<file path="src/rtl/adt7320_responder.sv">
// ADT7320 SPI responder: emulates the sensor's serial side with an 8-register map,
// live temperature on address 2, write strobes and the 32-ones interface reset.
module adt7320_responder (
  input  logic        clk,
  input  logic        reset,
  input  logic [15:0] temp_in,
  input  logic        cs,
  input  logic        sclk,
  input  logic        din,
  output logic        dout,
  output logic        rd_stb,
  output logic        wr_stb,
  output logic [2:0]  wr_addr,
  output logic [15:0] wr_data,
  output logic [7:0]  config_out
);

  typedef enum logic [2:0] {IDLE, CMD, READ, WRITE, DONE} state_t;

  state_t      state;
  logic        cs_meta, cs_s;
  logic        sclk_meta, sclk_s, sclk_d;
  logic        din_meta, din_s;
  logic        sclk_rise, sclk_fall;
  logic [3:0]  bit_cnt;
  logic [5:0]  cmd_sr;
  logic [14:0] data_sr;
  logic [15:0] data_next;
  logic [15:0] shift_sr;
  logic [15:0] rd_value;
  logic [2:0]  addr_q;
  logic [4:0]  ones_cnt;
  logic        ones_hit;
  logic [7:0]  config_reg;
  logic [15:0] t_crit;
  logic [7:0]  t_hyst;
  logic [15:0] t_high;
  logic [15:0] t_low;

  function automatic logic is_wide(input logic [2:0] a);
    return (a == 3'd2) || (a == 3'd4) || (a == 3'd6) || (a == 3'd7);
  endfunction

  function automatic logic is_writable(input logic [2:0] a);
    return (a == 3'd1) || (a >= 3'd4);
  endfunction

  always_ff @(posedge clk) begin
    if (reset) begin
      cs_meta   <= 1'b1;
      cs_s      <= 1'b1;
      sclk_meta <= 1'b1;
      sclk_s    <= 1'b1;
      sclk_d    <= 1'b1;
      din_meta  <= 1'b0;
      din_s     <= 1'b0;
    end else begin
      cs_meta   <= cs;
      cs_s      <= cs_meta;
      sclk_meta <= sclk;
      sclk_s    <= sclk_meta;
      sclk_d    <= sclk_s;
      din_meta  <= din;
      din_s     <= din_meta;
    end
  end

  assign sclk_rise = sclk_s & ~sclk_d;
  assign sclk_fall = ~sclk_s & sclk_d;
  assign data_next = {data_sr, din_s};
  assign ones_hit  = sclk_rise & ~cs_s & din_s & (ones_cnt == 5'd31);
  assign config_out = config_reg;

  // Read data is left-justified; after the 7th rise cmd_sr[4:2] holds the address.
  always_comb begin
    rd_value = 16'hFFFF;
    case (cmd_sr[4:2])
      3'd0: rd_value = 16'h00FF;
      3'd1: rd_value = {config_reg, 8'hFF};
      3'd2: rd_value = temp_in;
      3'd3: rd_value = 16'hC3FF;
      3'd4: rd_value = t_crit;
      3'd5: rd_value = {t_hyst, 8'hFF};
      3'd6: rd_value = t_high;
      3'd7: rd_value = t_low;
      default: rd_value = 16'hFFFF;
    endcase
  end

  always_ff @(posedge clk) begin
    if (reset) begin
      state      <= IDLE;
      dout       <= 1'b1;
      rd_stb     <= 1'b0;
      wr_stb     <= 1'b0;
      wr_addr    <= 3'd0;
      wr_data    <= 16'h0000;
      bit_cnt    <= 4'd0;
      cmd_sr     <= 6'd0;
      data_sr    <= 15'd0;
      shift_sr   <= 16'hFFFF;
      addr_q     <= 3'd0;
      ones_cnt   <= 5'd0;
      config_reg <= 8'h00;
      t_crit     <= 16'h4980;
      t_hyst     <= 8'h05;
      t_high     <= 16'h2000;
      t_low      <= 16'h0500;
    end else begin
      rd_stb <= 1'b0;
      wr_stb <= 1'b0;

      if (cs_s)
        ones_cnt <= 5'd0;
      else if (sclk_rise)
        ones_cnt <= din_s ? ones_cnt + 5'd1 : 5'd0;

      if (cs_s) begin
        state   <= IDLE;
        dout    <= 1'b1;
        bit_cnt <= 4'd0;
      end else begin
        case (state)
          IDLE: begin
            dout    <= 1'b1;
            bit_cnt <= 4'd0;
            state   <= CMD;
          end
          CMD: if (sclk_rise) begin
            cmd_sr <= {cmd_sr[4:0], din_s};
            if (bit_cnt == 4'd7) begin
              bit_cnt <= 4'd0;
              addr_q  <= cmd_sr[4:2];
              if (cmd_sr[5]) begin
                shift_sr <= rd_value;
                rd_stb   <= 1'b1;
                state    <= READ;
              end else begin
                state <= WRITE;
              end
            end else begin
              bit_cnt <= bit_cnt + 4'd1;
            end
          end
          READ: if (sclk_fall) begin
            dout     <= shift_sr[15];
            shift_sr <= {shift_sr[14:0], 1'b1};
            if (bit_cnt == 4'd15) begin
              bit_cnt <= 4'd0;
              state   <= DONE;
            end else begin
              bit_cnt <= bit_cnt + 4'd1;
            end
          end
          WRITE: if (sclk_rise) begin
            data_sr <= data_next[14:0];
            if (bit_cnt == (is_wide(addr_q) ? 4'd15 : 4'd7)) begin
              bit_cnt <= 4'd0;
              state   <= DONE;
              if (is_writable(addr_q)) begin
                wr_stb  <= 1'b1;
                wr_addr <= addr_q;
                wr_data <= is_wide(addr_q) ? data_next : {8'h00, data_next[7:0]};
                case (addr_q)
                  3'd1:    config_reg <= data_next[7:0];
                  3'd4:    t_crit     <= data_next;
                  3'd5:    t_hyst     <= data_next[7:0];
                  3'd6:    t_high     <= data_next;
                  3'd7:    t_low      <= data_next;
                  default: ;
                endcase
              end
            end else begin
              bit_cnt <= bit_cnt + 4'd1;
            end
          end
          // The last data bit stays on dout until the master's next fall.
          DONE: if (sclk_fall) dout <= 1'b1;
          default: state <= IDLE;
        endcase
      end

      // Placed last so an interface reset overrides a write landing in the same clk.
      if (ones_hit) begin
        config_reg <= 8'h00;
        t_crit     <= 16'h4980;
        t_hyst     <= 8'h05;
        t_high     <= 16'h2000;
        t_low      <= 16'h0500;
      end
    end
  end

endmodule

</file>
<file path="config.mk">
export PLATFORM = sky130hd
export DESIGN_NAME = adt7320_responder
export DESIGN_NICKNAME = d
export VERILOG_FILES = /design/src/rtl/adt7320_responder.sv
export SDC_FILE = /design/constraint.sdc
export NUM_CORES = 1
export LEC_CHECK = 0
export CAP_MARGIN = 0
export CORE_UTILIZATION = 30
export DETAILED_ROUTE_END_ITERATION = 10
export GPL_ROUTABILITY_DRIVEN = 0
export HOLD_SLACK_MARGIN = 0.03
export PLACE_DENSITY = 0.46
export SLEW_MARGIN = 20
export SYNTH_ARGS = -nofsm -noshare
export SYNTH_HDL_FRONTEND = slang
export SYNTH_SLANG_ARGS = --single-unit
export TNS_END_PERCENT = 20
</file>
<file path="constraint.sdc">
create_clock -name clk -period 2.86 [get_ports clk]
set_input_delay 0.572 -clock clk [delete_from_list [all_inputs] [get_ports clk]]
set_output_delay 0.572 -clock clk [all_outputs]
set_load 0.01 [all_outputs]
</file>
[Word-level counts from Yosys, hierarchy flattened]
Index checks and enable logic that the tools add are counted.
Storage, ports and cells
  flip-flop bits (word level): 145
  input bits: 21
  output and inout bits: 30
  word-level logic and storage cells: 125
Operators by class
  add/sub/neg operators: 2
  magnitude comparators: 1
  equal/unequal tests: 29
  muxes and demuxes: 29
  bitwise operators: 14
  reduce and logical (&&, ||, !) cells: 26
Operators with widths (count)
  $pmux 16 s8: 1
  $mux 16: 5
  $reduce_and 6->1: 6
  $pmux 16 s2: 1
  $mux 4: 7
  $eq 3x3->1 const B: 9
  $mux 3: 6
  $ne 2x2->1 const B: 8
  $pmux 4 s4: 1
  $eq 3x2->1 const B: 5
  $pmux 3 s5: 1
  $reduce_or 5->1: 2
  $eq 3x1->1 const B: 3
  $not 1->1: 9
  $reduce_and 3->1: 3
  $reduce_and 4->1: 2
  $reduce_and 7->1: 1
  $logic_not 3->1: 2
  $add 5x1->5 const B: 1
  $and 1x1->1: 5
  $eq 5x5->1 const B: 1
  $mux 1: 5
  $mux 5: 1
  $reduce_and 5->1: 1
  11 further kinds: 15

[Longest topological paths before layout]
Gate-level depths: netlist of the first run.
  depth after elaboration: 9
  mapped depth: 8
  gate-level depth less buffers: 6

[Worst setup path before layout of the first run]
No wires, ideal clock.
  path type: reg2reg
  start: reg bit_cnt[0]
  end: reg shift_sr[10]
  setup time: 122 ps
  data arrival time: 1749 ps
  required time: 2738 ps
  slack: 990 ps
  cell stages (with the launch flop): 8
  cells stage by stage: dfxtp_1 > ha_1 > nand2_1 > nor2_1 > a31oi_1 > or3_1 > buf_4 > o32a_1
Between the ends
  longest elaborated chain between the ends: 3
Ends and longest elaborated chain
  start: declaration: line 25  | logic [3:0] bit_cnt;
  start signal: assignment: line 142  | bit_cnt <= bit_cnt + 4'd1;
  start signal: assignment: line 152  | bit_cnt <= bit_cnt + 4'd1;
  start signal: assignment: line 174  | bit_cnt <= bit_cnt + 4'd1;
  $eq 4x3->1: line 131  | if (bit_cnt == 4'd7) begin
  $ne 2x2->1 (no line)
  $reduce_and 6->1 (no line)
  end signal: assignment: line 135  | shift_sr <= rd_value;
  end signal: assignment: line 147  | shift_sr <= {shift_sr[14:0], 1'b1};
  end: declaration: line 29  | logic [15:0] shift_sr;
Every way passes these cells.
A chain may end at the register's enable or synchronous reset.

[Worst setup path in the final report of the first run]
  start: reg state[0]
  end: reg config_reg[7], in the netlist config_out[7]
Between the ends
  longest elaborated chain between the ends: 2
Ends and longest elaborated chain
  start: declaration: line 20  | state_t state;
  start signal: assignment: line 92  | state <= IDLE;
  start signal: assignment: line 119  | state <= IDLE;
  start signal: assignment: line 127  | state <= CMD;
  $eq 3x2->1: line 123  | case (state)
  $reduce_and 6->1 (no line)
  end signal: assignment: line 165  | 3'd1: config_reg <= data_next[7:0];
  end: declaration: line 34  | logic [7:0] config_reg;
Every way passes these cells.

==> impl_metrics.toml, run 1 <==
[synthesis]
synth.distinct_cells = 58
ys_seq_area_share_pct = 45.8
syn_avg_cell_area_sq_um = 9.20
synth_top_flop_cell = "dfxtp_1"
synth_compound_area_share_pct = 13.5
synth_top_family_by_area = "simple AND/OR/NAND/NOR gates"
syn_area_sq_um = 6340
synth-adder-area-share_pct = 0.592
synthCells = 689
yosysWarnings = 0
synthMuxAreaShare_pct = 16.5
yosys.area_share.simple_pct = 19.0
synth_async_sr_flop_share_pct = 0
synth_seq_cells = 145
synthesis.nets = 713
synth_xor_area_share_pct = 0
synth_edf_count = 0

[layout]
final_cell_mix = "dfxtp_1 (145), nor2_1 (109), mux2i_1 (99)"
antenna_cells = 0
fin_nets = 740
area_delta_synth_final_pct = 20.0
fin_cells = 999
final_common_cell = "dfxtp_1"
drive_above_1_share_pct = 9.60

[cts]
cts_buffer_depth = 2
clock_latency_ps = 420
holdBufCountCts = 0
cts_root_buf = "clkbuf_16"
numCtsBuffers = 17
htree_levels = 4
post_cts_buffers = 0
tritoncts = "built"
ctsResizeCount = 0
path_clk_slew_ps = 60
clock_sinks = 145

[routing]
drc = 0
drt-total-wl_mm = 17.5
dr.pass1.iters = 7
antenna_left = 0
vias_per_cell = 5.04
first_iter_violations = 345
routedWlPerCell_um = 17.5
num_vias = 5030

[critical_path]
end_kind = "flop"
setup.worst_path.start_class = "flop"
r2r_slack_ps = 500
reg2regPathDepth = 5
rr_startpoint = "state[0]"
r2r-end = "config_out[7]"
worstPathRequired_ps = 3140
worst-path-max-fanout = 15
crit_type = "flop to flop"
slowest_stage = "and3b_1"
path_cells = "nand4bb_4, nor3_4, and3b_1, mux2i_1, nor2_1"
cpPeakStageDelay_ps = 650
worst-endpoint-arrival_ps = 2640

[global_route]
grt_pass1_vias = 4765
grt_max_degree = 54
antenna_found_initial = 0
overflow = 0
grt_pass1_wl_mm = 27.7
globalRouteTotalUtil_pct = 16.7

[floorplan]
fp.dieW_um = 147
initial_core_util_pct = 30.9
io_pins = 51
die_h_um = 147
dieArea_sq_um = 21700
core-area_sq_um = 20500
row_count = 52

[hold_path]
worstHoldEndpoint = "sclk_s"
min_from = "sclk_meta"
min_path_cells = 1
hp-class = "flop to flop"

[sta]
tightestPinTransition_ps = 801
fmax_mhz = 424
finClkSkew_ps = 8.47
timing.final.crit_share_pct = 82.4
finalSetupTns_ps = 0
relSlewSlack_pct = 46.5
timing.hold.ws_ps = 407
finalCriticalPeriod_ps = 2360
setup_viol = 0
maxSlewViolCount = 0
hold_viol_final = 0
rsz0062_at_grt = "false"

[power]
p_total_mw = 4.41
power_leakage_nw = 3.15
ir_drop_v = 0.000435
powerDensity_nw_per_um2 = 580

[place]
hpwl_mm = 12.2
io_buffers = 50
placed_cells = 967

[outcome]
status = "complete, no violations"

[run]
cap_violations = 0
[cells in the mapped netlist (4+ instances only)]
cell,count,share of area [%]
nand3_1,8,0.63
nand3b_1,10,1.2
or2_2,8,0.79
nor3_1,7,0.55
buf_6,5,0.89
buf_2,11,0.87
and2_1,7,0.69
o21ai_0,18,1.4
nor2b_1,7,0.69
o22a_1,10,1.4
nor2_1,109,6.5
nand2_1,67,4.0
a22oi_1,4,0.47
a21oi_1,31,2.4
mux2_2,5,0.89
dfxtp_1,145,46
mux2i_1,99,16
o21a_1,5,0.59
clkbuf_1,34,2.0
nand2b_1,9,0.89
buf_4,5,0.59
o22ai_1,16,1.6
a2bb2oi_1,7,0.97
inv_1,4,0.24
a221oi_1,6,0.83
o32a_1,6,0.95
[through the flow]
stage          setup WS (ps)  cell area [sq um]  util (%)
2_1_floorplan            990               6340         -
3_3_place_gp             588               7000      34.2
3_5_place_dp             509               7000      34.2
4_1_cts                  497               7610      37.1
5_1_grt                  335               7610      37.1
6_report                 502               7610      37.1
[where the power goes]
group	total [mW]	leakage, nW	internal, mW	switching (mW)
logic	0.0990	1.69	0.0429	0.0561
clock network	2.28	0.287	1.40	0.886
registers	2.03	1.17	2.02	0.00437
[registers in the layout, summed over array words and instances, names as in the netlist, 3 cells and up]
name	count
shift_sr	16
t_crit	16
t_high	16
t_low	16
wr_data	16
data_sr	15
config_out	8
t_hyst	8
cmd_sr	6
ones_cnt	5
bit_cnt	4
addr_q	3
state	3
wr_addr	3
[how the worst max path moves through the flow]
stage | startpoint | endpoint | slack, ps | cells past startpoint
final | state[0] | config_out[7] | 500 | 5
after CTS | state[0] | config_out[7] | 500 | 5
after floorplan | bit_cnt[0] | shift_sr[10] | 990 | 7
after detailed placement | state[0] | config_out[7] | 510 | 5
after global placement | cmd_sr[4] | shift_sr[12] | 590 | 6
after global routing | state[0] | config_out[7] | 340 | 5
[metal layers]
metal	global-route usage (%)	vias up	part of all wire, %
met5	0	-	0
met4	6.39	0	1.6
met3	3.12	22	4.0
met2	25.0	115	44
met1	23.7	2426	51
li1	-	2467	-
[area by class of cell]
cell class	instances	area, sq um
clock buffer	20	447
timing repair buffer	64	601
fill	2073	12900
tap	270	338
inverter	4	15.0
multi-input combinational	484	3150
sequential	145	2900
clock inverter	12	158
[logic make-up (layout without fill, tap and decap cells)]
family          count (synthesis)  after routing
fa+ha+maj                       3              3
buf+inv                        60            100
compound gates                125            125
mux                           104            104
flops                         145            145
simple gates                  252            252
[worst max-delay path, delay by kind of cell, from the launching register on]
family | cells | cell delay, ps
mux | 1 | 250
simple gates | 4 | 1340
flops | 1 | 630
(Power assumes the default switching activity.)
==> run 2, diff against run 1 <==
- clock period: 2.86 -> 2.35 ns (I/O delays scaled with it)
==> impl_metrics.toml, run 2 (synthesized netlist as in run 1, its figures left out) <==
[layout]
final_area_sq_um = 7670
drive_above_1_share_pct = 10.5
nFillCells = 2049
final_cell_mix = "dfxtp_1 (145), nor2_1 (109), mux2i_1 (99)"
final_common_cell = "dfxtp_1"
fin_nets = 748
area_delta_synth_final_pct = 20.9
antenna_cells = 0

[floorplan]
initial_core_util_pct = 30.9
row_count = 52
dieArea_sq_um = 21700
io_pins = 51
fp.dieW_um = 147
die_h_um = 147
core-area_sq_um = 20500

[routing]
num_vias = 4947
routedWlPerCell_um = 17.3
met1_length_mm = 8.88
drt-total-wl_mm = 17.4
drc = 0
met2_length_mm = 7.66
first_iter_violations = 319
antenna_left = 0
top_layer_used = "met4"
vias_per_cell = 4.92
dr_wl_met3_um = 578
dr.pass1.iters = 4

[sta]
tightestPinTransition_ps = 1040
finalCriticalPeriod_ps = 2190
hold_viol_final = 0
setup_viol = 0
finClkSkew_ps = 8.56
fmax_mhz = 457
finalSetupTns_ps = 0
relSlewSlack_pct = 30.6
maxSlewViolCount = 0
timing.final.crit_share_pct = 93.1
rsz0062_at_grt = "false"

[power]
ir_drop_v = 0.000493
p_total_mw = 5.24
power_leakage_nw = 3.18
powerDensity_nw_per_um2 = 684

[critical_path]
r2r-end = "shift_sr[9]"
worstPathRequired_ps = 2660
rr_startpoint = "bit_cnt[0]"
crit_type = "flop to flop"
worst-endpoint-arrival_ps = 2500
worst-path-max-fanout = 10
r2r_slack_ps = 160
setup.worst_path.start_class = "flop"
slowest_stage = "or3_1"
end_kind = "flop"
cpPeakStageDelay_ps = 500
reg2regPathDepth = 7
path_cells = "ha_1, nand2_1, nor2_1, a31oi_1, or3_1, buf_4, o22a_1"

[cts]
path_clk_slew_ps = 60
tritoncts = "built"
clock_sinks = 145
post_cts_buffers = 0
htree_levels = 4
cts_buffer_depth = 2
clock_latency_ps = 420
holdBufCountCts = 0
cts_root_buf = "clkbuf_16"
ctsResizeCount = 0
numCtsBuffers = 17

[global_route]
overflow = 0
grt_pass1_vias = 4733
grt_pass1_wl_mm = 27.3
globalRouteTotalUtil_pct = 16.6
grt_max_degree = 56
antenna_found_initial = 0

[hold_path]
hp-class = "flop to flop"
min_from = "sclk_meta"
worstHoldEndpoint = "sclk_s"
min_path_cells = 1

[run]
cap_violations = 0

[outcome]
status = "complete, no violations"

[place]
hpwl_mm = 12.1
io_buffers = 50
dpl_cell_area_sq_um = 7090
-- run 2: layout make-up --
class	count	area (sq um)	share of cell area, %
clock buffers	21	470	6.13
repair buffers	72	686	8.94
multi-input cells	484	3150	41.1
flip-flops and latches	145	2900	37.9
inverters	4	15.0	0.196
clock inverters	9	109	1.42
well taps	270	338	4.41
-- run 2: stage by stage --
step	setup WS [ps]	hold WS, ps	std cells	util [%]
6_report	162	405	1005	37.4
4_1_cts	162	407	1005	37.4
3_3_place_gp	168	395	975	34.6
5_1_grt	16.2	422	1005	37.4
2_1_floorplan	480	389	689	-
3_5_place_dp	193	396	975	34.6
-- run 2: worst max-delay path: cells and delay by family (launching register included) --
| family | cells | cell delay [ps] |
|---|---|---|
| AOI/OAI and AO/OA | 2 | 340 |
| adders and majority gates | 1 | 220 |
| and+or+nand+nor | 3 | 900 |
| buffers and inverters | 1 | 230 |
| DFF | 1 | 380 |
-- run 2: metal layers --
metal	track usage [%]	vias up
met3	3.24	17
met4	6.13	0
met1	23.1	2385
li1	-	2474
met5	0	-
met2	25.4	71
-- run 2: power by group --
group	internal, mW	switching [mW]
clock network	1.63	1.03
registers	2.46	0.00639
logic	0.0499	0.0650
total	4.14	1.10
-- run 2: how the worst max path moves through the flow --
stage                    to  startpoint  slack, ps
6_report        shift_sr[9]  bit_cnt[0]        160
2_1_floorplan  shift_sr[10]  bit_cnt[0]        480
3_5_place_dp    shift_sr[9]  bit_cnt[0]        190
3_3_place_gp    shift_sr[4]  bit_cnt[0]        170
4_1_cts         shift_sr[9]  bit_cnt[0]        160
5_1_grt          t_crit[15]    state[0]         20
==> run 3, diff against run 2 <==
- SKIP_CTS_REPAIR_TIMING: not set -> 1
==> results of run 3 <==
No change in the layout: final DEF, timing and power equal those of run 2.
